File: src/rtl/ctrl_pipe_hazard_pkg.sv
// Shared control-pipeline constants: forwarding selects, aluop and opcode names.
package ctrl_pipe_hazard_pkg;

    typedef enum logic [1:0] {
        FWD_RF  = 2'b00,
        FWD_WB  = 2'b01,
        FWD_MEM = 2'b10
    } fwd_sel_e;

    localparam logic [1:0] ALUOP_ADD = 2'b00;
    localparam logic [1:0] ALUOP_SUB = 2'b01;
    localparam logic [1:0] ALUOP_R   = 2'b10;

    localparam logic [5:0] OP_R   = 6'd0;
    localparam logic [5:0] OP_LW  = 6'd35;
    localparam logic [5:0] OP_SW  = 6'd43;
    localparam logic [5:0] OP_BEQ = 6'd4;

endpackage

File: src/rtl/ctrl_pipe_hazard_fwd.sv
// EX-stage operand forwarding select; the EX/MEM result is newer so it wins over MEM/WB.
module fwd_unit
    import ctrl_pipe_hazard_pkg::*;
#(
    parameter int RA_W = 5
) (
    input  logic            i_mem_regwrite,
    input  logic [RA_W-1:0] i_mem_dst,
    input  logic            i_wb_regwrite,
    input  logic [RA_W-1:0] i_wb_dst,
    input  logic [RA_W-1:0] i_ex_rs,
    input  logic [RA_W-1:0] i_ex_rt,
    output logic [1:0]      o_fwd_a,
    output logic [1:0]      o_fwd_b
);

    logic w_mem_ok;
    logic w_wb_ok;

    assign w_mem_ok = i_mem_regwrite && (i_mem_dst != '0);
    assign w_wb_ok  = i_wb_regwrite && (i_wb_dst != '0);

    always_comb begin
        o_fwd_a = FWD_RF;
        o_fwd_b = FWD_RF;
        if (w_mem_ok && i_mem_dst == i_ex_rs)
            o_fwd_a = FWD_MEM;
        else if (w_wb_ok && i_wb_dst == i_ex_rs)
            o_fwd_a = FWD_WB;
        if (w_mem_ok && i_mem_dst == i_ex_rt)
            o_fwd_b = FWD_MEM;
        else if (w_wb_ok && i_wb_dst == i_ex_rt)
            o_fwd_b = FWD_WB;
    end

endmodule

File: src/rtl/ctrl_pipe_hazard.sv
// ID/EX, EX/MEM, MEM/WB control registers with load-use stall and MEM-resolved beq flush.
// Define FORWARD_EN to forward from EX/MEM and MEM/WB; otherwise RAW hazards stall.
module ctrl_pipe_hazard
    import ctrl_pipe_hazard_pkg::*;
#(
    parameter int RA_W  = 5,
    parameter int AOP_W = 2
) (
    input  logic             clk,
    input  logic             rst,
    input  logic             regdst,
    input  logic             alusrc,
    input  logic             memtoreg,
    input  logic             regwrite,
    input  logic             memread,
    input  logic             memwrite,
    input  logic             branch,
    input  logic [AOP_W-1:0] aluop,
    input  logic [RA_W-1:0]  id_rs,
    input  logic [RA_W-1:0]  id_rt,
    input  logic [RA_W-1:0]  id_rd,
    input  logic             ex_zero,
    output logic             ex_alusrc,
    output logic [AOP_W-1:0] ex_aluop,
    output logic [RA_W-1:0]  ex_rs,
    output logic [RA_W-1:0]  ex_rt,
    output logic [RA_W-1:0]  ex_dst,
    output logic             mem_memread,
    output logic             mem_memwrite,
    output logic             mem_regwrite,
    output logic [RA_W-1:0]  mem_dst,
    output logic             br_taken,
    output logic             wb_regwrite,
    output logic             wb_memtoreg,
    output logic [RA_W-1:0]  wb_dst,
    output logic             pc_write,
    output logic             ifid_write,
    output logic             ifid_flush,
    output logic [1:0]       fwd_a,
    output logic [1:0]       fwd_b
);

    logic             r_ex_alusrc, r_ex_memtoreg, r_ex_regwrite;
    logic             r_ex_memread, r_ex_memwrite, r_ex_branch;
    logic [AOP_W-1:0] r_ex_aluop;
    logic [RA_W-1:0]  r_ex_rs, r_ex_rt, r_ex_dst;

    logic             r_mem_memtoreg, r_mem_regwrite, r_mem_memread;
    logic             r_mem_memwrite, r_mem_branch, r_mem_zero;
    logic [RA_W-1:0]  r_mem_dst;

    logic             r_wb_regwrite, r_wb_memtoreg;
    logic [RA_W-1:0]  r_wb_dst;

    logic w_ex_hit, w_mem_hit;
    logic w_ld_use, w_raw_stall, w_stall, w_flush;

    // Writer-bit and nonzero-dst qualifiers keep bubbles and $0 writes inert.
    assign w_ex_hit = (r_ex_dst != '0) &&
                      (r_ex_dst == id_rs || r_ex_dst == id_rt);
    assign w_mem_hit = (r_mem_dst != '0) &&
                       (r_mem_dst == id_rs || r_mem_dst == id_rt);
    assign w_ld_use = r_ex_memread && w_ex_hit;

`ifdef FORWARD_EN
    assign w_raw_stall = 1'b0;

    fwd_unit #(.RA_W(RA_W)) u_fwd (
        .i_mem_regwrite (r_mem_regwrite),
        .i_mem_dst      (r_mem_dst),
        .i_wb_regwrite  (r_wb_regwrite),
        .i_wb_dst       (r_wb_dst),
        .i_ex_rs        (r_ex_rs),
        .i_ex_rt        (r_ex_rt),
        .o_fwd_a        (fwd_a),
        .o_fwd_b        (fwd_b)
    );
`else
    assign w_raw_stall = (r_ex_regwrite && w_ex_hit) ||
                         (r_mem_regwrite && w_mem_hit);
    assign fwd_a = FWD_RF;
    assign fwd_b = FWD_RF;
`endif

    assign w_stall    = w_ld_use || w_raw_stall;
    assign w_flush    = r_mem_branch && r_mem_zero;
    assign pc_write   = w_flush || !w_stall;
    assign ifid_write = w_flush || !w_stall;
    assign ifid_flush = w_flush;
    assign br_taken   = w_flush;

    always_ff @(posedge clk) begin
        if (rst || w_stall || w_flush) begin
            r_ex_alusrc   <= 1'b0;
            r_ex_memtoreg <= 1'b0;
            r_ex_regwrite <= 1'b0;
            r_ex_memread  <= 1'b0;
            r_ex_memwrite <= 1'b0;
            r_ex_branch   <= 1'b0;
            r_ex_aluop    <= '0;
            r_ex_rs       <= '0;
            r_ex_rt       <= '0;
            r_ex_dst      <= '0;
        end else begin
            r_ex_alusrc   <= alusrc;
            r_ex_memtoreg <= memtoreg;
            r_ex_regwrite <= regwrite;
            r_ex_memread  <= memread;
            r_ex_memwrite <= memwrite;
            r_ex_branch   <= branch;
            r_ex_aluop    <= aluop;
            r_ex_rs       <= id_rs;
            r_ex_rt       <= id_rt;
            r_ex_dst      <= regdst ? id_rd : id_rt;
        end
    end

    always_ff @(posedge clk) begin
        if (rst || w_flush) begin
            r_mem_memtoreg <= 1'b0;
            r_mem_regwrite <= 1'b0;
            r_mem_memread  <= 1'b0;
            r_mem_memwrite <= 1'b0;
            r_mem_branch   <= 1'b0;
            r_mem_zero     <= 1'b0;
            r_mem_dst      <= '0;
        end else begin
            r_mem_memtoreg <= r_ex_memtoreg;
            r_mem_regwrite <= r_ex_regwrite;
            r_mem_memread  <= r_ex_memread;
            r_mem_memwrite <= r_ex_memwrite;
            r_mem_branch   <= r_ex_branch;
            r_mem_zero     <= ex_zero;
            r_mem_dst      <= r_ex_dst;
        end
    end

    always_ff @(posedge clk) begin
        if (rst) begin
            r_wb_regwrite <= 1'b0;
            r_wb_memtoreg <= 1'b0;
            r_wb_dst      <= '0;
        end else begin
            r_wb_regwrite <= r_mem_regwrite;
            r_wb_memtoreg <= r_mem_memtoreg;
            r_wb_dst      <= r_mem_dst;
        end
    end

    assign ex_alusrc    = r_ex_alusrc;
    assign ex_aluop     = r_ex_aluop;
    assign ex_rs        = r_ex_rs;
    assign ex_rt        = r_ex_rt;
    assign ex_dst       = r_ex_dst;
    assign mem_memread  = r_mem_memread;
    assign mem_memwrite = r_mem_memwrite;
    assign mem_regwrite = r_mem_regwrite;
    assign mem_dst      = r_mem_dst;
    assign wb_regwrite  = r_wb_regwrite;
    assign wb_memtoreg  = r_wb_memtoreg;
    assign wb_dst       = r_wb_dst;

endmodule
File: config.mk
export PLATFORM = sky130hd
export DESIGN_NAME = ctrl_pipe_hazard
export DESIGN_NICKNAME = d
export VERILOG_FILES = /design/src/rtl/ctrl_pipe_hazard_pkg.sv /design/src/rtl/ctrl_pipe_hazard_fwd.sv /design/src/rtl/ctrl_pipe_hazard.sv
export SDC_FILE = /design/constraint.sdc
export NUM_CORES = 1
export LEC_CHECK = 0
export CAP_MARGIN = 15
export CORE_ASPECT_RATIO = 0.6
export CORE_UTILIZATION = 51
export DETAILED_ROUTE_END_ITERATION = 6
export DONT_BUFFER_PORTS = 1
export PLACE_DENSITY_LB_ADDON = 0.12
export SLEW_MARGIN = 20
export SYNTH_ARGS = -nofsm -noshare
export SYNTH_HDL_FRONTEND = slang
export SYNTH_SLANG_ARGS = --single-unit
File: constraint.sdc
create_clock -name clk -period 1.7 [get_ports clk]
set_input_delay 0.255 -clock clk [delete_from_list [all_inputs] [get_ports clk]]
set_output_delay 0.255 -clock clk [all_outputs]
set_load 0.05 [all_outputs]
Yosys cells after proc, flatten, opt, wreduce, memory -nomap -nowiden
Cells that the tools add are included.
{ "totals": {"ram_bits": 0, "rom_bits": 0, "out_inout_bits": 41, "latchBits": 0, "memories": 0, "wordCells": 42, "inputBits": 27, "register_bits": 41} }
{ "op_classes": {"mux": 1, "reduce_logical": 17, "eq_ne": 4, "n_bitwise": 0, "n_mul": 0, "magnitude_cmp": 0, "n_div": 0, "shift": 0, "addsub": 0} }
{ "ops": {"columns": ["cell", "count"], "rows": [
  ["$eq 5x5->1", 4],
  ["$reduce_bool 5->1", 2],
  ["$logic_or 1x1->1", 8],
  ["$logic_and 1x1->1", 6],
  ["$mux 5", 1],
  ["$logic_not 1->1", 1]
]} }

Logic depth before layout (Yosys ltp)
{ "logic_depth": {"depth_word": 8, "mapped_depth": 6, "mapped_depth_nobuf": 5} }

Least setup slack after synthesis
OpenSTA, ideal clock, no wires.
{ "synth_path": {"path_type": "register -> output", "from": "reg r_ex_dst[1] (netlist: ex_dst[1])", "to": "out pc_write", "t_required_ns": 1.445, "path_stages_with_launch": 6, "setup_slack_ns": -0.668, "n_path_buf": 1, "t_arrival_ns": 2.113, "cell_sequence": "dfxtp_1 or4_1 o22a_1 a32oi_2 or2_2 buf_4"} }
{ "synth_via": {"elab_chain_cells": 8, "word_cells_on_any_way": 11, "cone_classes": "eq/ne: 2; reduce/logical: 9"} }
{ "synth_rtl": {"columns": ["element", "line", "source"], "rows": [
  ["from (decl)", "ctrl_pipe_hazard.sv:46", "logic [RA_W-1:0] r_ex_rs, r_ex_rt, r_ex_dst;"],
  ["from (signal assigned)", "ctrl_pipe_hazard.sv:114", "r_ex_dst <= regdst ? id_rd : id_rt;"],
  ["$eq 5x5->1", "ctrl_pipe_hazard.sv:60", "(r_ex_dst == id_rs || r_ex_dst == id_rt);"],
  ["$logic_or 1x1->1", "ctrl_pipe_hazard.sv:60", null],
  ["$logic_and 1x1->1 (*)", "ctrl_pipe_hazard.sv:59", "assign w_ex_hit = (r_ex_dst != '0) &&"],
  ["$logic_and 1x1->1", "ctrl_pipe_hazard.sv:79", "assign w_raw_stall = (r_ex_regwrite && w_ex_hit) ||"],
  ["$logic_or 1x1->1", "ctrl_pipe_hazard.sv:79", null],
  ["$logic_or 1x1->1 (*)", "ctrl_pipe_hazard.sv:85", "assign w_stall = w_ld_use || w_raw_stall;"],
  ["$logic_not 1->1 (*)", null, null],
  ["$logic_or 1x1->1 (*)", null, null],
  ["to (decl)", "ctrl_pipe_hazard.sv:36", "output logic pc_write,"]
]} }
Every way passes the cells marked *; elsewhere a longest branch is shown, timed or not.

Final worst setup path
Same ends and word-level chain as after synthesis.

==> PnR_summary.wiki <==
{| class="wikitable"
! Metric !! Value
|-
| Die Span X || 72.1 um
|-
| Worst EP arrival || ~1.8 ns
|-
| CTS tree || built
|-
| Sequential fraction of design power || 51.7%
|-
| Total Neg Setup Slack || -0.922 ns
|-
| Post-Route M1 WL || between 1 and 1.5 mm
|-
| Peak supply drop || 0.741 mV
|-
| Maximum number of pins on one net before global-route repair || 25
|-
| Min-Delay Path Class || primary input to flip-flop
|-
| Mapped Avg Cell Area || 10.9 um^2
|-
| Minimum period implied by the final worst setup slack || 2.08 ns
|-
| Sum of met2 wire segment lengths after detailed routing || 1.23 mm
|-
| Cell with the biggest individual delay on the critical path || or4_1
|-
| Placed wire-length estimate after detailed placement || roughly 2.2 mm
|-
| Library cell used as clock root buffer || clkbuf_8
|-
| Final critical-path share of the clock period || 122%
|-
| Core region area || 0.00265 mm^2
|-
| Clock transition at path regs || ~0.070 ns
|-
| Via count of the first global-routing pass || 978
|-
| Post-DR wirelength/cell || 14.7 um
|-
| Switching portion of total power || between 20% and 30%
|-
| Min setup slack post-route || -0.382 ns
|-
| Uppermost layer routed || met4
|-
| Clk sink count || 41
|-
| Post-place instance area || about 0.0017 mm^2
|-
| Via total after detailed routing || around 1000
|-
| Clock insertion delay at the later pin of the skew report || 0.28 ns
|-
| Number of distinct library cells after synthesis || 21
|-
| Share of final-layout standard cells stronger than drive strength 1 || between 20% and 30%
|-
| Overall track demand over capacity in global routing || 20.5%
|-
| Top-level port count || 68
|-
| Violated checks || setup timing
|-
| Final design area excluding fillers || 0.00178 mm^2
|-
| Internal power component || approximately 1600 uW
|-
| Number of inserted filler cells in the final layout || roughly 210
|-
| Warnings, synthesis || 0
|-
| Die H || 44.1 um
|-
| Max Transition Viols Final || 0
|-
| Combinational cell fraction of total power || around an eighth
|-
| Worst setup timing slack at the placement stage || -0.118 ns
|-
| Final weighted congestion in routability-driven placement || 0.852
|-
| DRC violations left || 0
|-
| Number of hold buffers added after cts || 0
|-
| Detailed Route Iter0 Violations || 34
|-
| Unrepaired setup endpoints after global routing || true
|-
| Instance count after placement with tap cells included || ~190
|-
| Layout area overhead || 18.1%
|-
| Wire length on met3 || 297 um
|-
| Standard-cell rows || 14
|-
| Sequential element share of the synthesized area || 54.5%
|-
| Cells along the critical path || or4_1, o22a_1, a32oi_2, or2_4, buf_12
|-
| Number of synthesized register bits || 41
|-
| CTS Buffer Depth || 2
|-
| Detailed Routing Iterations Pass 1 || 4
|-
| Clock network power share || between 30% and 40%
|-
| Worst-case headroom to the max-slew limit || 66.5%
|-
| Aggregate global routing overflow || 0
|-
| Worst Path Class, Setup || flip-flop to output pin
|-
| Kind of launch point of the worst setup path || flip-flop
|-
| Filler-free cell count of the finished design || ~200
|-
| Max Fanout on Critical Path || 2
|-
| Cts bufs inserted || 5
|-
| Layout Utilization || 67.2%
|-
| Wire length reported by the detailed router || 2.90 mm
|-
| Antenna violations before repair || 0
|-
| Leakage || 0.000780 uW
|-
| Global-route wire length before repair || 4.69 mm
|-
| Endpoints failing setup || 18
|-
| Result of the run || finished with violations
|-
| Power Dens Cells || 1240 mW/mm^2
|-
| Number of buffers added on ports || 0
|-
| Final clock skew || 0.00617 ns
|-
| Gate family responsible for the most delay along the worst path || simple AND/OR/NAND/NOR gates
|-
| Net Sw Power || 590 uW
|-
| Max-cap viol count || 0
|-
| Highest Clock Rate || 0.480 GHz
|-
| Total number of H-tree levels || 2
|-
| Worst Max-Slew Pin Slew || 0.502 ns
|-
| Number of diodes added for antenna fixing || 0
|-
| Via density per instance || 4.95
|-
| Kind of end point of the critical path || output pin
|-
| Routed Antenna Nets || 0
|-
| Required time worst endpoint || 1.44 ns
|-
| Effective utilization at floorplan || 56.9%
|-
| Hold Vio Cnt, Final || 0
|-
| Largest stage delay on the critical path || 0.50 ns
|-
| Netlist area before placement || 0.00151 mm^2
|-
| Syn Inst Count || 138
|-
| Die ar. || 0.00318 mm^2
|-
| Post-layout nets || ~180
|-
| Number of buffers and inverters on the critical path || 1
|}
[repair_timing]
item | CTS | global route
endpoints found under the setup margin | 25 | 25
pin swaps | 4 | 2
resized for setup | 0 | 0
cloned | 0 | 0
setup buffers | 0 | 0
[worst register-to-register path, delay by kind of cell, from the launching register on]
kind / cells / cell delay, ns
AOI/OAI and AO/OA: 2 / 0.37
buffers and inverters: 1 / 0.26
DFF: 1 / 0.34
and+or+nand+nor: 2 / 0.70
[cells in the mapped netlist]
cell type	count	area share, %
dfxtp_1	41	55
o22a_1	1	0.58
o22ai_1	2	0.83
nand2_1	5	1.2
nor2b_1	7	2.9
nand3_1	4	1.3
conb_1	1	0.25
or4_1	1	0.50
xnor2_1	20	12
and2_1	11	4.6
or2_2	1	0.42
a32oi_2	1	1.1
and2_2	1	0.50
and3_1	20	8.3
nor2_1	2	0.50
mux2_2	5	3.7
nor3_1	1	0.33
buf_6	2	1.5
clkbuf_1	3	0.75
and3_2	3	1.5
buf_4	6	3.0
[stage by stage]
| step | power (uW) | hold slack (ns) |
|---|---|---|
| 6_report | 2200 | 0.0302 |
| 5_1_grt | 2290 | 0.0169 |
| 4_1_cts | 2230 | 0.0212 |
| 3_5_place_dp | 1440 | 0.329 |
| 3_3_place_gp | 1430 | 0.328 |
| 2_1_floorplan | 1380 | 0.327 |
[area by class of cell]
| cell class | count | area [um^2] | area share [%] |
|---|---|---|---|
| clock inverters | 2 | 36.3 | 2.04 |
| well taps | 40 | 50.0 | 2.81 |
| repair buffers | 19 | 155 | 8.73 |
| multi-input cells | 89 | 619 | 34.8 |
| flip-flops and latches | 41 | 835 | 46.9 |
| clock buffers | 6 | 82.6 | 4.64 |
[layout by cell type, fill, tap and decap left out, drive strengths merged]
master and instances:
nor3 1, buf 19, conb 4, nand3 4
a32oi 1, nor2 2, o22a 1, o22ai 2
or4 1, xnor2 20, dfxtp 41, bufinv 1
and3 23, clkbuf 6, or2 1, nor2b 7
and2 12, inv 1, nand2 5, mux2 5
[logic make-up (layout without fill, tap and decap cells)]
| group | after synthesis | count (layout) | share of synthesized area [%] |
|---|---|---|---|
| other cells | 1 | 4 | 0.249 |
| simple gates | 56 | 56 | 22.1 |
| xor+xnor | 20 | 20 | 11.6 |
| mux | 5 | 5 | 3.74 |
| buf+inv | 11 | 27 | 5.24 |
| flops | 41 | 41 | 54.5 |
| compound gates | 4 | 4 | 2.49 |
[per-layer routing]
metal | up-vias | GRT usage, %
met5 | - | 0
met4 | 0 | 9.41
met3 | 4 | 9.57
met2 | 48 | 30.7
met1 | 438 | 25.4
li1 | 486 | -
[registers in the layout (all words and copies together) (netlist names), 2 cells and up]
register / cells
ex_aluop: 2
wb_dst: 5
ex_rs: 5
mem_dst: 5
ex_rt: 5
ex_dst: 5
[power by group through the flow]
stage	sequential [uW]	combinational, uW	clock (uW)
floorplan	1220	165	0
global placement	1160	272	0
detailed placement	1160	278	0
CTS	1140	279	808
global route	1140	299	849
finish	1140	279	785
[path summary, 6_finish.rpt]
check / endpoint / slack [ns] / start / cells after the start
max: pc_write / -0.38 / ex_dst[1] / 5
min: wb_dst[2] / 0.03 / rst / 1
max reg2reg: ex_rt[4] / -0.03 / ex_dst[1] / 5
min reg2reg: r_mem_branch / 0.43 / r_ex_branch / 1
(Power assumes the default switching activity.)
